**src/rtl/img_pkg.sv**
```systemverilog
// Shared types and constants for the image spawn queue.
package img_pkg;

  localparam int IMG_IDX_W   = 2;
  localparam int DEF_NUM_IMG = 3;

  typedef logic [IMG_IDX_W-1:0] img_idx_t;

  typedef enum logic [1:0] {
    IDLE,
    FILL,
    FULL
  } spawn_state_t;

endpackage

```
**src/rtl/idx_fifo.sv**
```systemverilog
// DEPTH x 2-bit synchronous FIFO whose head index is held in a register,
// so a push into an empty FIFO is visible the cycle after the edge.
module idx_fifo
  import img_pkg::*;
#(
  parameter int DEPTH = 4
) (
  input  logic                   dclk,
  input  logic                   rst,
  input  logic                   flush,
  input  logic                   push,
  input  logic                   pop,
  input  img_idx_t               din,
  output img_idx_t               dout,
  output logic                   valid,
  output logic [$clog2(DEPTH):0] count
);

  localparam int PTR_W = $clog2(DEPTH);
  localparam logic [PTR_W:0] DEPTH_C = (PTR_W+1)'(DEPTH);
  localparam logic [PTR_W:0] ONE_C   = (PTR_W+1)'(1);

  img_idx_t         mem [DEPTH];
  logic [PTR_W-1:0] wr_ptr_reg, rd_ptr_reg, rd_ptr_next;
  logic [PTR_W:0]   count_reg, count_next;
  img_idx_t         dout_reg, dout_next;
  logic             valid_reg;
  logic             do_push, do_pop;

  assign do_pop  = pop && (count_reg != '0);
  assign do_push = push && ((count_reg != DEPTH_C) || do_pop);

  always_comb begin
    rd_ptr_next = rd_ptr_reg + {{(PTR_W-1){1'b0}}, do_pop};
    count_next  = count_reg + {{PTR_W{1'b0}}, do_push} - {{PTR_W{1'b0}}, do_pop};
    dout_next   = dout_reg;
    // A sole surviving entry that is being written right now is not in mem yet.
    if (count_next != '0)
      dout_next = (do_push && count_next == ONE_C) ? din : mem[rd_ptr_next];
  end

  always_ff @(posedge dclk) begin
    if (do_push && !flush)
      mem[wr_ptr_reg] <= din;
  end

  always_ff @(posedge dclk) begin
    if (rst) begin
      wr_ptr_reg <= '0;
      rd_ptr_reg <= '0;
      count_reg  <= '0;
      valid_reg  <= 1'b0;
      dout_reg   <= '0;
    end else if (flush) begin
      wr_ptr_reg <= '0;
      rd_ptr_reg <= '0;
      count_reg  <= '0;
      valid_reg  <= 1'b0;
    end else begin
      wr_ptr_reg <= wr_ptr_reg + {{(PTR_W-1){1'b0}}, do_push};
      rd_ptr_reg <= rd_ptr_next;
      count_reg  <= count_next;
      valid_reg  <= (count_next != '0);
      dout_reg   <= dout_next;
    end
  end

  assign dout  = dout_reg;
  assign valid = valid_reg;
  assign count = count_reg;

endmodule

```
**src/rtl/img_spawn_queue.sv**
```systemverilog
// Filters the random image index stream (range and repeat-run rules) into a
// small FIFO. Define IMG_SPAWN_STATS_EN to build the saturating reject counter.
module img_spawn_queue
  import img_pkg::*;
#(
  parameter int DEPTH   = 4,
  parameter int NUM_IMG = DEF_NUM_IMG,
  parameter int MAX_RUN = 2
) (
  input  logic                   dclk,
  input  logic                   rst,
  input  logic [IMG_IDX_W-1:0]   rnd_in,
  input  logic                   enable,
  input  logic                   flush,
  input  logic                   pop,
  output logic [IMG_IDX_W-1:0]   img_idx,
  output logic                   img_valid,
  output logic [$clog2(DEPTH):0] count,
  output logic [7:0]             reject_cnt
);

  localparam int CNT_W = $clog2(DEPTH) + 1;
  localparam logic [CNT_W-1:0] DEPTH_C   = CNT_W'(DEPTH);
  localparam logic [2:0]       MAX_RUN_C = 3'(MAX_RUN);

  spawn_state_t state;
  img_idx_t     last_idx_reg;
  logic [2:0]   run_len_reg;
  logic         pop_ok, range_ok, run_ok, room, push;

  // Operating state is a pure decode of enable and the current occupancy.
  always_comb begin
    state = IDLE;
    if (enable)
      state = (count == DEPTH_C) ? FULL : FILL;
  end

  assign pop_ok   = pop && img_valid;
  assign range_ok = 32'(rnd_in) < NUM_IMG;
  assign run_ok   = !((rnd_in == last_idx_reg) && (run_len_reg == MAX_RUN_C));
  assign room     = (state != FULL) || pop_ok;
  assign push     = (state != IDLE) && !flush && range_ok && run_ok && room;

  always_ff @(posedge dclk) begin
    if (rst) begin
      last_idx_reg <= '0;
      run_len_reg  <= '0;
    end else if (flush) begin
      run_len_reg  <= '0;
    end else if (push) begin
      if (rnd_in == last_idx_reg) begin
        run_len_reg  <= run_len_reg + 3'd1;
      end else begin
        last_idx_reg <= rnd_in;
        run_len_reg  <= 3'd1;
      end
    end
  end

  idx_fifo #(
    .DEPTH (DEPTH)
  ) u_fifo (
    .dclk  (dclk),
    .rst   (rst),
    .flush (flush),
    .push  (push),
    .pop   (pop_ok),
    .din   (rnd_in),
    .dout  (img_idx),
    .valid (img_valid),
    .count (count)
  );

`ifdef IMG_SPAWN_STATS_EN
  logic [7:0] reject_cnt_reg;

  // Only filter-rule rejections count; samples lost to a full FIFO do not.
  always_ff @(posedge dclk) begin
    if (rst)
      reject_cnt_reg <= '0;
    else if (enable && !flush && !(range_ok && run_ok) && reject_cnt_reg != 8'hFF)
      reject_cnt_reg <= reject_cnt_reg + 8'd1;
  end

  assign reject_cnt = reject_cnt_reg;
`else
  assign reject_cnt = 8'd0;
`endif

endmodule

```
**config.mk**
```make
export PLATFORM = sky130hd
export DESIGN_NAME = img_spawn_queue
export DESIGN_NICKNAME = d
export VERILOG_FILES = /design/src/rtl/img_pkg.sv /design/src/rtl/idx_fifo.sv /design/src/rtl/img_spawn_queue.sv
export SDC_FILE = /design/constraint.sdc
export NUM_CORES = 1
export LEC_CHECK = 0
export CORE_MARGIN = 10
export CORE_UTILIZATION = 50
export CTS_CLUSTER_SIZE = 12
export DETAILED_ROUTE_END_ITERATION = 7
export PLACE_DENSITY = 0.87
export SETUP_SLACK_MARGIN = 0.4
export SLEW_MARGIN = 30
export SYNTH_ARGS = -nofsm -noshare
export SYNTH_HDL_FRONTEND = slang
export SYNTH_SLANG_ARGS = --single-unit
```
**constraint.sdc**
```tcl
create_clock -name dclk -period 7.1 [get_ports dclk]
set_input_delay 0.71 -clock dclk [delete_from_list [all_inputs] [get_ports dclk]]
set_output_delay 0.71 -clock dclk [all_outputs]
set_load 0.02 [all_outputs]
```
==> results.json <==
{
  "status": "complete, no violations",
  "nNetsFinal": 128,
  "via_per_inst": 4.99,
  "gp_congestion": 0.765,
  "peakVddDrop_mv": 0.0929,
  "port_buffers": 12,
  "cts_max_path_buffers": 2,
  "synthFlopType": "dfxtp_1",
  "netlist_instances": 98,
  "cts_buffers": 3,
  "routed_wl_mm": 1.98,
  "ys_seq_elements": 23,
  "p_total_mw": 0.229,
  "root_buffer": "clkbuf_4",
  "grt_start_max_net_pins": 14,
  "clock_power_share_pct": 26.7,
  "numClockSinks": 23,
  "crit_fanout": 8,
  "start_util_pct": 52.3,
  "fin_ws_ns": 3.74,
  "reg2reg_from": "u_fifo.count[1]$_SDFF_PP0_",
  "placeableCoreArea_mm2": 0.00219,
  "setup_viol": 0,
  "ant_nets": 0,
  "leakagePower_nw": 0.524,
  "criticalPathCategory": "input port to register",
  "grt_pass1_vias": 722,
  "synth.avg_cell_area_um2": 11.7,
  "combPwrFrac_pct": 11.9,
  "crit_required_ns": 7.35,
  "seq_area_frac_synth_pct": 47.2,
  "fp-row-count": 17,
  "hold_viol": 0,
  "synth_top_area_share_pct": 26.2,
  "netlist_area_mm2": 0.00114,
  "rsz0062_at_grt": "no",
  "p_switching_mw": 0.0583,
  "yosys.cell_count.top_type": "dfxtp_1",
  "r2r-end": "u_fifo.dout[0]$_SDFFE_PP0P_",
  "holdPathEnd": "u_fifo.dout[1]$_SDFFE_PP0P_",
  "grt_pass1_wl_mm": 3.16,
  "hold_path_depth": 2,
  "cts_hold_buf": 0,
  "arrival_ns": 3.61,
  "synthTopCellsByArea": "dfxtp_1 (26%), edfxtp_1 (21%), ha_1 (6.6%)",
  "period_needed_ns": 3.36,
  "hold_path.class": "register to register",
  "seq_power_share_pct": 61.4,
  "grtUsageTotal_pct": 8.94,
  "min-delay-start": "u_fifo.dout[1]$_SDFFE_PP0P_",
  "largest_register_ff_count": 8,
  "yosys_warnings": 0,
  "dp_hpwl_mm": 1.59,
  "skew_ns": 0.00362,
  "dr.first_iter.drc_count": 13,
  "die_w_um": 67.9,
  "drv_slew": 0,
  "switching_share_pct": 25.5,
  "gr-total-overflow": 0,
  "power.density_mw_per_mm2": 177,
  "post-cts-setup-buffer-count": 0,
  "p_int_mw": 0.171,
  "netlist-cell-type-count": 31,
  "vias": 703,
  "ioPinCount": 21,
  "setup_tns_ns": 0,
  "clock.fmax_mhz": 297,
  "cts.clk_slew.worst_paths_ns": 0.13,
  "fin_crit_sh_pct": 47.4,
  "cts_resized": 0,
  "worstRegToRegCells": 10,
  "start_kind": "input port",
  "r2r_slack_ns": 4.44,
  "antenna_found_initial": 0,
  "h-tree-depth": 1,
  "synthArstFlopShare_pct": 0,
  "die_y_um": 67.9,
  "pre_cts_ws_ns": 3.39,
  "synthTopCellsByCount": "dfxtp_1 (15), buf_4 (8), edfxtp_1 (8), inv_1 (8)",
  "synth-edff-count": 8,
  "remaining_drc_errors": 0,
  "synthToLayoutAreaGrowth_pct": 13.0,
  "clock_latency_ns": 0.31,
  "post_route_cells_drive_above_1_share_pct": 11.5,
  "wire_per_inst_um": 14.0,
  "dr.pass1.iters": 4,
  "synth_largest_area_cell": "dfxtp_1",
  "max_cap_viol_count": 0,
  "dieArea_mm2": 0.00460,
  "antenna_cells": 0,
  "end_kind": "register",
  "cts_tree": "built"
}
-- metal layers --
| layer | global-route usage [%] | share of wire, % | up-vias |
|---|---|---|---|
| li1 | - | - | 354 |
| met1 | 9.84 | 41 | 328 |
| met2 | 16.0 | 52 | 17 |
| met3 | 1.79 | 4.7 | 4 |
| met4 | 4.52 | 1.8 | 0 |
| met5 | 0 | 0 | - |
-- through the flow --
| step | utilization [%] | area (µm²) | cells | hold slack, ns |
|---|---|---|---|---|
| after floorplan | - | 1170 | 105 | 0.460 |
| after global placement | 57.8 | 1270 | 137 | 0.445 |
| after detailed placement | 57.8 | 1270 | 137 | 0.458 |
| after CTS | 59.1 | 1290 | 141 | 0.487 |
| after global routing | 59.1 | 1290 | 141 | 0.535 |
| final | 59.1 | 1290 | 141 | 0.482 |
-- layout make-up --
class	count	area (µm²)
clock buffers	3	22.5
clock inverters	1	5.00
fillers	174	897
inverters	8	30.0
multi-input cells	66	541
flip-flops and latches	23	541
well taps	28	35.0
repair buffers	12	120
-- cell usage in the layout (no fill, tap or decap) --
| cell | count |
|---|---|
| a21oi_2 | 2 |
| and3_1 | 1 |
| a211oi_2 | 1 |
| nor4b_1 | 1 |
| clkbuf_4 | 3 |
| nand2b_1 | 2 |
| a221oi_4 | 1 |
| or3_1 | 2 |
| o21ai_4 | 1 |
| a22oi_1 | 1 |
| edfxtp_1 | 8 |
| dfxtp_1 | 15 |
| inv_1 | 8 |
| nand2_1 | 5 |
| xnor2_1 | 3 |
| a211oi_1 | 1 |
| ha_1 | 6 |
| xor2_1 | 1 |
| clkdlybuf4s50_1 | 12 |
| clkinv_2 | 1 |
| conb_1 | 8 |
| nor3_1 | 2 |
| nor2_1 | 6 |
| o2111ai_1 | 1 |
| fa_1 | 1 |
| mux4_2 | 2 |
| o311a_2 | 1 |
| nor3b_1 | 2 |
| and2_1 | 6 |
| xnor3_1 | 1 |
| o21ai_0 | 3 |
| mux2i_1 | 4 |
| or2_2 | 1 |
-- power groups by stage --
stage	logic (mW)	registers, mW	clock network (mW)
final	0.0273	0.140	0.0612
after global placement	0.0267	0.143	0
after floorplan	0.0190	0.144	0
after CTS	0.0273	0.141	0.0608
after global routing	0.0299	0.141	0.0672
after detailed placement	0.0271	0.143	0
-- worst max-delay path, cell delays in order --
cell,delay [ns]
clkdlybuf4s50_1,0.70
xnor2_1,0.17
nand2_1,0.18
o21ai_4,0.28
inv_1,0.12
ha_1,0.21
fa_1,0.37
xnor3_1,0.21
or3_1,0.36
a21oi_2,0.18
nand2_1,0.07
o21ai_0,0.06
-- cell families after synthesis --
group / Yosys count / share of synthesized area [%]
flip-flops: 23 / 47.2
adder cells (fa/ha/maj): 7 / 8.31
buffers and inverters: 16 / 7.87
multiplexers: 6 / 7.43
AO/OA/AOI/OAI: 12 / 10.7
AND/OR/NAND/NOR: 28 / 13.1
XOR/XNOR: 5 / 5.03
other: 1 / 0.328
-- worst max-delay path by stage --
| stage | startpoint | endpoint | slack, ns | cells after the start |
|---|---|---|---|---|
| 2_1_floorplan | pop | u_fifo.dout[0]$_SDFFE_PP0P_ | 4.35 | 11 |
| 3_3_place_gp | rnd_in[0] | u_fifo.dout[0]$_SDFFE_PP0P_ | 3.46 | 12 |
| 3_5_place_dp | rnd_in[0] | u_fifo.dout[0]$_SDFFE_PP0P_ | 3.39 | 12 |
| 4_1_cts | rnd_in[0] | u_fifo.dout[0]$_SDFFE_PP0P_ | 3.72 | 12 |
| 5_1_grt | rnd_in[0] | u_fifo.dout[0]$_SDFFE_PP0P_ | 3.46 | 12 |
| 6_report | rnd_in[0] | u_fifo.dout[0]$_SDFFE_PP0P_ | 3.74 | 12 |
Power figures use the tool's default switching activity.
